`src/rtl/approx_err_monitor.sv`:
```
// approx_err_monitor: per-lane approx-vs-exact error statistics over a run.
// Ports: start/clear/sample_target ctrl, in_valid/in_ready beats, chan_sel -> stat_*, busy/done.
module approx_err_monitor #(
  parameter int WIDTH    = 64,
  parameter int CHANNELS = 2,
  parameter int ERR_W    = 16,
  parameter int CNT_W    = 32,
  parameter int SEL_W    = 1
) (
  input  logic                          clk,
  input  logic                          rst_n,
  input  logic                          start,
  input  logic                          clear,
  input  logic [CNT_W-1:0]              sample_target,
  input  logic                          in_valid,
  output logic                          in_ready,
  input  logic [CHANNELS*WIDTH-1:0]     approx_data,
  input  logic [CHANNELS*WIDTH-1:0]     exact_data,
  input  logic [SEL_W-1:0]              chan_sel,
  output logic signed [ERR_W+CNT_W-1:0] stat_sum,
  output logic [2*ERR_W+CNT_W-1:0]      stat_sqsum,
  output logic [ERR_W-1:0]              stat_maxabs,
  output logic [CNT_W-1:0]              stat_nonzero,
  output logic [CNT_W-1:0]              stat_sat,
  output logic [CNT_W-1:0]              sample_count,
  output logic                          busy,
  output logic                          done
);

  localparam int SUM_W = ERR_W + CNT_W;
  localparam int SQ_W  = 2 * ERR_W + CNT_W;
  localparam int HI_W  = WIDTH - ERR_W + 1;

  typedef enum logic [1:0] {IDLE, RUN, DRAIN, DONE} state_t;

  state_t           state, state_nxt;
  logic [CNT_W-1:0] target, cnt, cnt_nxt;
  logic             accept, start_run, wipe, s1_valid;

  logic [WIDTH-1:0]   diff    [CHANNELS];
  logic [HI_W-1:0]    hi      [CHANNELS];
  logic [ERR_W-1:0]   e_nxt   [CHANNELS];
  logic               sat_nxt [CHANNELS];
  logic [ERR_W-1:0]   s1_err  [CHANNELS];
  logic               s1_sat  [CHANNELS];
  logic [ERR_W-1:0]   s1_abs  [CHANNELS];
  logic [2*ERR_W-1:0] s1_sq   [CHANNELS];

  logic [SUM_W-1:0] acc_sum [CHANNELS];
  logic [SQ_W-1:0]  acc_sq  [CHANNELS];
  logic [ERR_W-1:0] acc_max [CHANNELS];
  logic [CNT_W-1:0] acc_nz  [CHANNELS];
  logic [CNT_W-1:0] acc_sat [CHANNELS];

  assign in_ready     = (state == RUN) && (cnt < target);
  assign accept       = in_valid && in_ready;
  assign cnt_nxt      = cnt + CNT_W'(accept);
  assign start_run    = start && ((state == IDLE) || (state == DONE));
  assign wipe         = clear || start_run;
  assign busy         = (state == RUN) || (state == DRAIN);
  assign done         = (state == DONE);
  assign sample_count = cnt;

  // The wrapped difference fits ERR_W signed only when every bit from
  // ERR_W-1 upward equals the sign bit.
  always_comb begin
    for (int k = 0; k < CHANNELS; k++) begin
      diff[k]    = approx_data[k*WIDTH +: WIDTH]
                 - exact_data[k*WIDTH +: WIDTH];
      hi[k]      = diff[k][WIDTH-1:ERR_W-1];
      sat_nxt[k] = !((&hi[k]) || !(|hi[k]));
      if (sat_nxt[k])
        e_nxt[k] = diff[k][WIDTH-1] ? {1'b1, {(ERR_W-1){1'b0}}}
                                    : {1'b0, {(ERR_W-1){1'b1}}};
      else
        e_nxt[k] = diff[k][ERR_W-1:0];
      s1_abs[k] = s1_err[k][ERR_W-1] ? (~s1_err[k] + ERR_W'(1))
                                     : s1_err[k];
      s1_sq[k]  = {{ERR_W{1'b0}}, s1_abs[k]}
                * {{ERR_W{1'b0}}, s1_abs[k]};
    end
  end

  always_comb begin
    state_nxt = state;
    unique case (state)
      IDLE, DONE: if (start) state_nxt = RUN;
      RUN:        if (cnt_nxt >= target) state_nxt = DRAIN;
      DRAIN:      if (!s1_valid && !accept) state_nxt = DONE;
      default:    state_nxt = IDLE;
    endcase
    if (clear) state_nxt = IDLE;
  end

  always_ff @(posedge clk or negedge rst_n) begin
    if (!rst_n) begin
      state    <= IDLE;
      target   <= '0;
      cnt      <= '0;
      s1_valid <= 1'b0;
      for (int k = 0; k < CHANNELS; k++) begin
        s1_err[k]  <= '0;
        s1_sat[k]  <= 1'b0;
        acc_sum[k] <= '0;
        acc_sq[k]  <= '0;
        acc_max[k] <= '0;
        acc_nz[k]  <= '0;
        acc_sat[k] <= '0;
      end
    end else begin
      state    <= state_nxt;
      s1_valid <= accept && !wipe;
      cnt      <= wipe ? '0 : cnt_nxt;
      if (clear)          target <= '0;
      else if (start_run) target <= sample_target;
      for (int k = 0; k < CHANNELS; k++) begin
        if (accept) begin
          s1_err[k] <= e_nxt[k];
          s1_sat[k] <= sat_nxt[k];
        end
        if (wipe) begin
          acc_sum[k] <= '0;
          acc_sq[k]  <= '0;
          acc_max[k] <= '0;
          acc_nz[k]  <= '0;
          acc_sat[k] <= '0;
        end else if (s1_valid) begin
          acc_sum[k] <= acc_sum[k]
                      + {{CNT_W{s1_err[k][ERR_W-1]}}, s1_err[k]};
          acc_sq[k]  <= acc_sq[k] + {{CNT_W{1'b0}}, s1_sq[k]};
          if (s1_abs[k] > acc_max[k]) acc_max[k] <= s1_abs[k];
          acc_nz[k]  <= acc_nz[k] + CNT_W'(s1_err[k] != '0);
          acc_sat[k] <= acc_sat[k] + CNT_W'(s1_sat[k]);
        end
      end
    end
  end

  // Out-of-range selects match no lane and read back as zero.
  always_comb begin
    stat_sum     = '0;
    stat_sqsum   = '0;
    stat_maxabs  = '0;
    stat_nonzero = '0;
    stat_sat     = '0;
    for (int k = 0; k < CHANNELS; k++) begin
      if (chan_sel == SEL_W'(k)) begin
        stat_sum     = acc_sum[k];
        stat_sqsum   = acc_sq[k];
        stat_maxabs  = acc_max[k];
        stat_nonzero = acc_nz[k];
        stat_sat     = acc_sat[k];
      end
    end
  end

endmodule

```
`config.mk`:
```
export PLATFORM = sky130hd
export DESIGN_NAME = approx_err_monitor
export DESIGN_NICKNAME = d
export VERILOG_FILES = /design/src/rtl/approx_err_monitor.sv
export SDC_FILE = /design/constraint.sdc
export NUM_CORES = 2
export LEC_CHECK = 0
export ABC_AREA = 1
export CAP_MARGIN = 5
export CORE_AREA = 2 2 327 329
export CTS_CLUSTER_DIAMETER = 50
export CTS_CLUSTER_SIZE = 16
export DETAILED_ROUTE_END_ITERATION = 6
export DIE_AREA = 0 0 329 331
export DONT_BUFFER_PORTS = 1
export GPL_ROUTABILITY_DRIVEN = 1
export PLACE_DENSITY_LB_ADDON = 0.1
export SYNTH_ARGS = -nofsm -noshare
export SYNTH_HDL_FRONTEND = slang
export SYNTH_SLANG_ARGS = --single-unit
export TNS_END_PERCENT = 30
```
`constraint.sdc`:
```
create_clock -name clk -period 15.11 [get_ports clk]
set_input_delay 3.022 -clock clk [delete_from_list [all_inputs] [get_ports clk]]
set_output_delay 3.022 -clock clk [all_outputs]
set_load 0.01 [all_outputs]
```
=== Word level (Yosys, flattened, before mapping) ===
Cells that the tools add are included.

* Add/sub/neg operators: 13
* Multipliers: 2
* Order comparisons: 4
* Equal/unequal tests: 6
* Mux-type cells: 41
* Bitwise gates (word level): 2
* Reduce and logical (&&, ||, !) cells: 32

{| class="wikitable"
|+ Operators by type and width
! operator !! count
|-
| two-way mux 32 bit || 13
|-
| two-way mux 64 bit || 5
|-
| two-way mux 48 bit || 5
|-
| two-way mux 16 bit || 13
|-
| adder 32 x 1 -> 32 bit || 5
|-
| adder 64 x 32 -> 64 bit || 2
|-
| subtractor 64 bit || 2
|-
| AND reduction 49 bit || 2
|-
| OR reduction 49 bit || 2
|-
| adder 48 bit || 2
|-
| multiplier 16 x 16 -> 32 bit || 2
|-
| adder 16 x 1 -> 16 bit, second input constant || 2
|-
| >= comparator 32 bit || 1
|-
| greater-than comparator 16 bit || 2
|-
| < comparator 32 bit || 1
|-
| inverter 16 bit || 2
|-
| nonzero test 16 bit || 2
|-
| two-way mux 2 bit || 4
|-
| nonzero test 2 bit || 4
|-
| logical NOT 1 bit || 7
|-
| inequality test 3 x 2 -> 1 bit, second input constant || 2
|-
| case mux 2 bit (3 select lines) || 1
|-
| logical AND 1 bit || 5
|-
| logical OR 1 bit || 5
|-
| 7 further kinds || 9
|}

* Flip-flop bits (word level): 485
* Input bits: 294
* Output and inout port bits: 227
* Logic and storage cells: 118

=== Longest topological paths before layout ===
* Depth after elaboration: 8
* Gate-level depth with buffers: 43
* Mapped depth without buffers: 42

=== Least setup slack after synthesis ===
OpenSTA, ideal clock, no wires.

* Path kind: register to register
* Start point: register s1_err[0] (netlist name)
* End point: register acc_sq[33] (netlist name)
* Library setup time: 0.083 ns
* Data arrival time: 7.436 ns
* Required time: 15.027 ns
* Path slack: 7.592 ns
* Stages on the path, launching flop included: 39
* Buffers on the path: 2
* Clock period less this slack: 7.518 ns
* Cell sequence: dfrtp_1 > clkinv_1 > clkbuf_1 > ha_1 > inv_1 > nor3_1 > nand2_1 > inv_1 > nand2_1 > inv_1 > nand2_1 > nor3_1 > o21ai_0 > nand2_1 > clkbuf_1 > nand2_1 > fa_1 > inv_1 > [... 3 more ...] > fa_1 > inv_1 > fa_1 > inv_1 > ha_1 > a21oi_1 > inv_1 > a21oi_1 > nor2_1 > nor3_1 > o21ai_0 > a21oi_1 > o31ai_1 > nand2_1 > inv_1 > o21ai_0 > nand2_1 > o21ai_0

* Cells in the longest elaborated chain, start to end: 7

{| class="wikitable"
|+ RTL lines
! element !! RTL line !! text
|-
| start, declared || 44 || <nowiki>logic [ERR_W-1:0] s1_err [CHANNELS];</nowiki>
|-
| start signal, assigned by index || 118 || <nowiki>s1_err[k] <= e_nxt[k];</nowiki>
|-
| inverter 16 bit || 77 || <nowiki>s1_abs[k] = s1_err[k][ERR_W-1] ? (~s1_err[k] + ERR_W'(1))</nowiki>
|-
| adder 16 x 1 -> 16 bit || 77 ||
|-
| two-way mux 16 bit (*) || 77 ||
|-
| multiplier 16 x 16 -> 32 bit (*) || 80 || <nowiki>* {{ERR_W{1'b0}}, s1_abs[k]};</nowiki>
|-
| adder 64 x 32 -> 64 bit (*) || 130 || <nowiki>acc_sq[k] <= acc_sq[k] + {{CNT_W{1'b0}}, s1_sq[k]};</nowiki>
|-
| two-way mux 64 bit (*) || 127 || <nowiki>end else if (s1_valid) begin</nowiki>
|-
| two-way mux 64 bit (*) || 121 || <nowiki>if (wipe) begin</nowiki>
|-
| end signal, assigned by index || 130 ||
|-
| end, declared || 50 || <nowiki>logic [SQ_W-1:0] acc_sq [CHANNELS];</nowiki>
|}

Mark *: on every way between the ends. The rest lies on a longest branch, timed or not. The select of a mux whose other input is x is not followed.
A chain may end at the register's enable or synchronous reset.

=== Worst setup path after layout ===
* Start point: register s1_err[16] (netlist name)
* End point: register acc_sq[117] (netlist name)

The elaborated chain is that of the path after synthesis.

==> results.cfg <==
[synthesis]
synth.cells.most_frequent = 2,477 x nand2_1, 2,206 x inv_1, 796 x nor2_1
ys_async_sr_fraction_pct = 100
synth_seq_area_share_pct = 19.3
post-synth-top-area-fraction_pct = 19.3
post_synth.cell_area_avg_um2 = 6.54
postSynthCellCount = 9589
synth_top_flop_cell = dfrtp_1
yosysUniqueCellTypes = 69
synth.cell_area_um2 = 62700
synth_area_leaders = dfrtp_1 19%, nand2_1 15%, inv_1 13%
cell_type_contributing_the_most_total_cell_area_after_synthesis = dfrtp_1
ys_ff_latch = 485
ys.warnings.count = 0
synth_edf_count = 0
yosys.cell_count.top_type = nand2_1

[critical_path]
crit_path_frequent_cell = inv_1
cp.required_ns = 15.67
worstPathBufferInverterCount = 9
critPathMaxFanout = 18
data_arrival_at_the_endpoint_of_the_critical_path_ns = 9.69
critPathTopFamily = adder cells
end_kind = register
path_class = register to register
critical_path.startpoint_type = register
cp_max_stage_cell = clkinv_1
cpPeakStageDelay_ns = 0.58

[timing]
achievable-frequency_ghz = 0.110
final-setup-viol-count = 0
worst_setup_skew_after_layout_ns = 0.0510
least_margin_pin_slew_ns = 2.49
fin_tns_setup_ns = 0
min_period_ns = 9.13
timing_hold_violations_final = 0
timing.max_slew.rel_slack_pct = -65.9
fin_crit_sh_pct = 60.4
setup_repair_after_global_routing_missed_its_margin = false
slew_viol_final = 313

[global_route]
global_route.usage.total_pct = 38.7
global_route_wire_length_before_repair_um = 329000
grt_pass1_vias = 59600
initial_antenna_violation_count = 11
grt_start_max_net_pins = 486
grt_overflow_total = 0

[routing]
detailedRoute.firstIterationViolations = 5556
detail_route.first_pass.iterations = 7
ant_nets_after_route = 0
detail_route.drc_violations = 0
routedWlPerCell_um = 19.2
vias = 61600
routed_via_density = 5.59
routed_wirelength_um = 212000

[clock_tree]
ctsHoldBuffers = 0
clock_tree_from_tritoncts = yes
cts_made_buffers = 85
insertion_delay_of_the_later_clocked_pin_in_the_worst_skew_pair_ns = 0.69
cts_htree_levels = 3
cts_num_sinks = 485
cts_setup_buffers = 0
cts_resized = 0
cts_root_buf = clkbuf_16
clock_path_buffers = 3
clkTransAtPathRegs_ns = 0.06

[layout]
multiInputGateArea_um2 = 41600
final.fill_count = 9892
areaGrowthSynthToFinish_pct = 7.08
final_util_pct = 64.0
final_layout_size_suffix_gt1_share_pct = 4.26
final_nets = 10800
seq_area_um2 = 12100

[die]
initial_utilization_pct = 59.8
floorplan.die_area_um2 = 109000
number_of_core_rows = 119
io-pin-count = 521
dieHeight_um = 331
core_um2 = 105000
dieWidth_um = 329

[flow_run]
drv_cap = 0

[hold_path]
hold_path.class = register to register

[placed_design]
finalWeightedCongestion = 1.04
io_buffer_count = 0
dp.final_hpwl_um = 172000

[run_status]
status = finished with violations
violated_checks = slew limit
kinds of logic after synthesis:
| kind of cell | count (synthesis) | share of synthesized area, % |
|---|---|---|
| AND/OR/NAND/NOR | 4102 | 27.3 |
| buffers and inverters | 2420 | 14.6 |
| AO/OA/AOI/OAI | 1451 | 12.7 |
| adder cells (fa/ha/maj) | 934 | 23.3 |
| flip-flops | 485 | 19.3 |
| XOR/XNOR | 188 | 2.62 |
| multiplexers | 7 | 0.126 |
| other | 2 | 0.0120 |
layout make-up:
class	instances	share of cell area (%)
inverter	2254	12.6
clock buffer	98	3.36
timing repair buffer	18	0.201
sequential	485	18.1
clock inverter	60	1.28
multi-input combinational	6703	61.9
antenna	9	0.0335
tap	1391	2.59
sequential cells by signal, summed over array words and instances (netlist names):
register      cells
acc_nz           64
s1_valid          1
target           32
acc_sat          64
s1_sat            2
acc_sum          96
acc_sq          128
s1_err           32
sample_count     32
acc_max          32
state             2
layer usage:
metal,track usage [%],part of all wire (%),wire [um]
met4,15.1,4.4,9280
met1,50.5,41,86600
met5,0,0.011,23
met2,62.3,45,95200
met3,9.24,9.8,20800
path summary, 6_finish.rpt:
kind	startpoint	end	slack [ns]	cells after the start
worst min-delay path	acc_nz[49]$_DFFE_PN0P_	acc_nz[49]$_DFFE_PN0P_	0.46	1
min in group asynchronous	rst_n	target[23]$_DFFE_PN0N_	2.04	0
max in group asynchronous	rst_n	s1_err[31]$_DFFE_PN0P_	10.92	0
worst max-delay path	s1_err[16]$_DFFE_PN0P_	acc_sq[117]$_DFFE_PN0P_	5.98	36
worst max register to register	s1_err[16]$_DFFE_PN0P_	acc_sq[117]$_DFFE_PN0P_	5.98	36
worst min register to register	acc_nz[49]$_DFFE_PN0P_	acc_nz[49]$_DFFE_PN0P_	0.46	1
metrics by stage:
step | instance area [um2] | std cells | worst slack (ns) | hold slack (ns)
after CTS | 67200 | 11000 | 6.20 | 0.461
final | 67200 | 11000 | 5.98 | 0.461
after global routing | 67200 | 11000 | 5.17 | 0.475
after global placement | 64000 | 10900 | 6.41 | 0.449
after floorplan | 62800 | 9608 | 7.59 | 0.433
after detailed placement | 64000 | 10900 | 6.23 | 0.455
placed cells by master, fill, tap and decap left out, types with 48 or more instances in the layout:
| cell type | n |
|---|---|
| nand2_1 | 2477 |
| inv_1 | 2205 |
| nor2_1 | 794 |
| o21ai_0 | 558 |
| a21oi_1 | 546 |
| ha_1 | 543 |
| dfrtp_1 | 483 |
| fa_1 | 391 |
| nand3_1 | 348 |
| nor3_1 | 157 |
| xor2_1 | 106 |
| o22ai_1 | 99 |
| clkbuf_16 | 85 |
| xnor2_1 | 82 |
| nand4_1 | 74 |
| a31oi_1 | 50 |
| nor2_2 | 49 |
| nand2_2 | 48 |
worst reg2reg max path, delay by kind of cell, from the launching register on:
kind,cells,cell delay (ns)
adders and majority gates,8,3.57
and+or+nand+nor,12,2.64
buffers and inverters,9,1.41
AOI/OAI and AO/OA,7,0.94
DFF,1,0.42
Power is left out: the tool's default activity adds up to more than one toggle a clock period on the data nets, which glitch-free logic cannot reach.
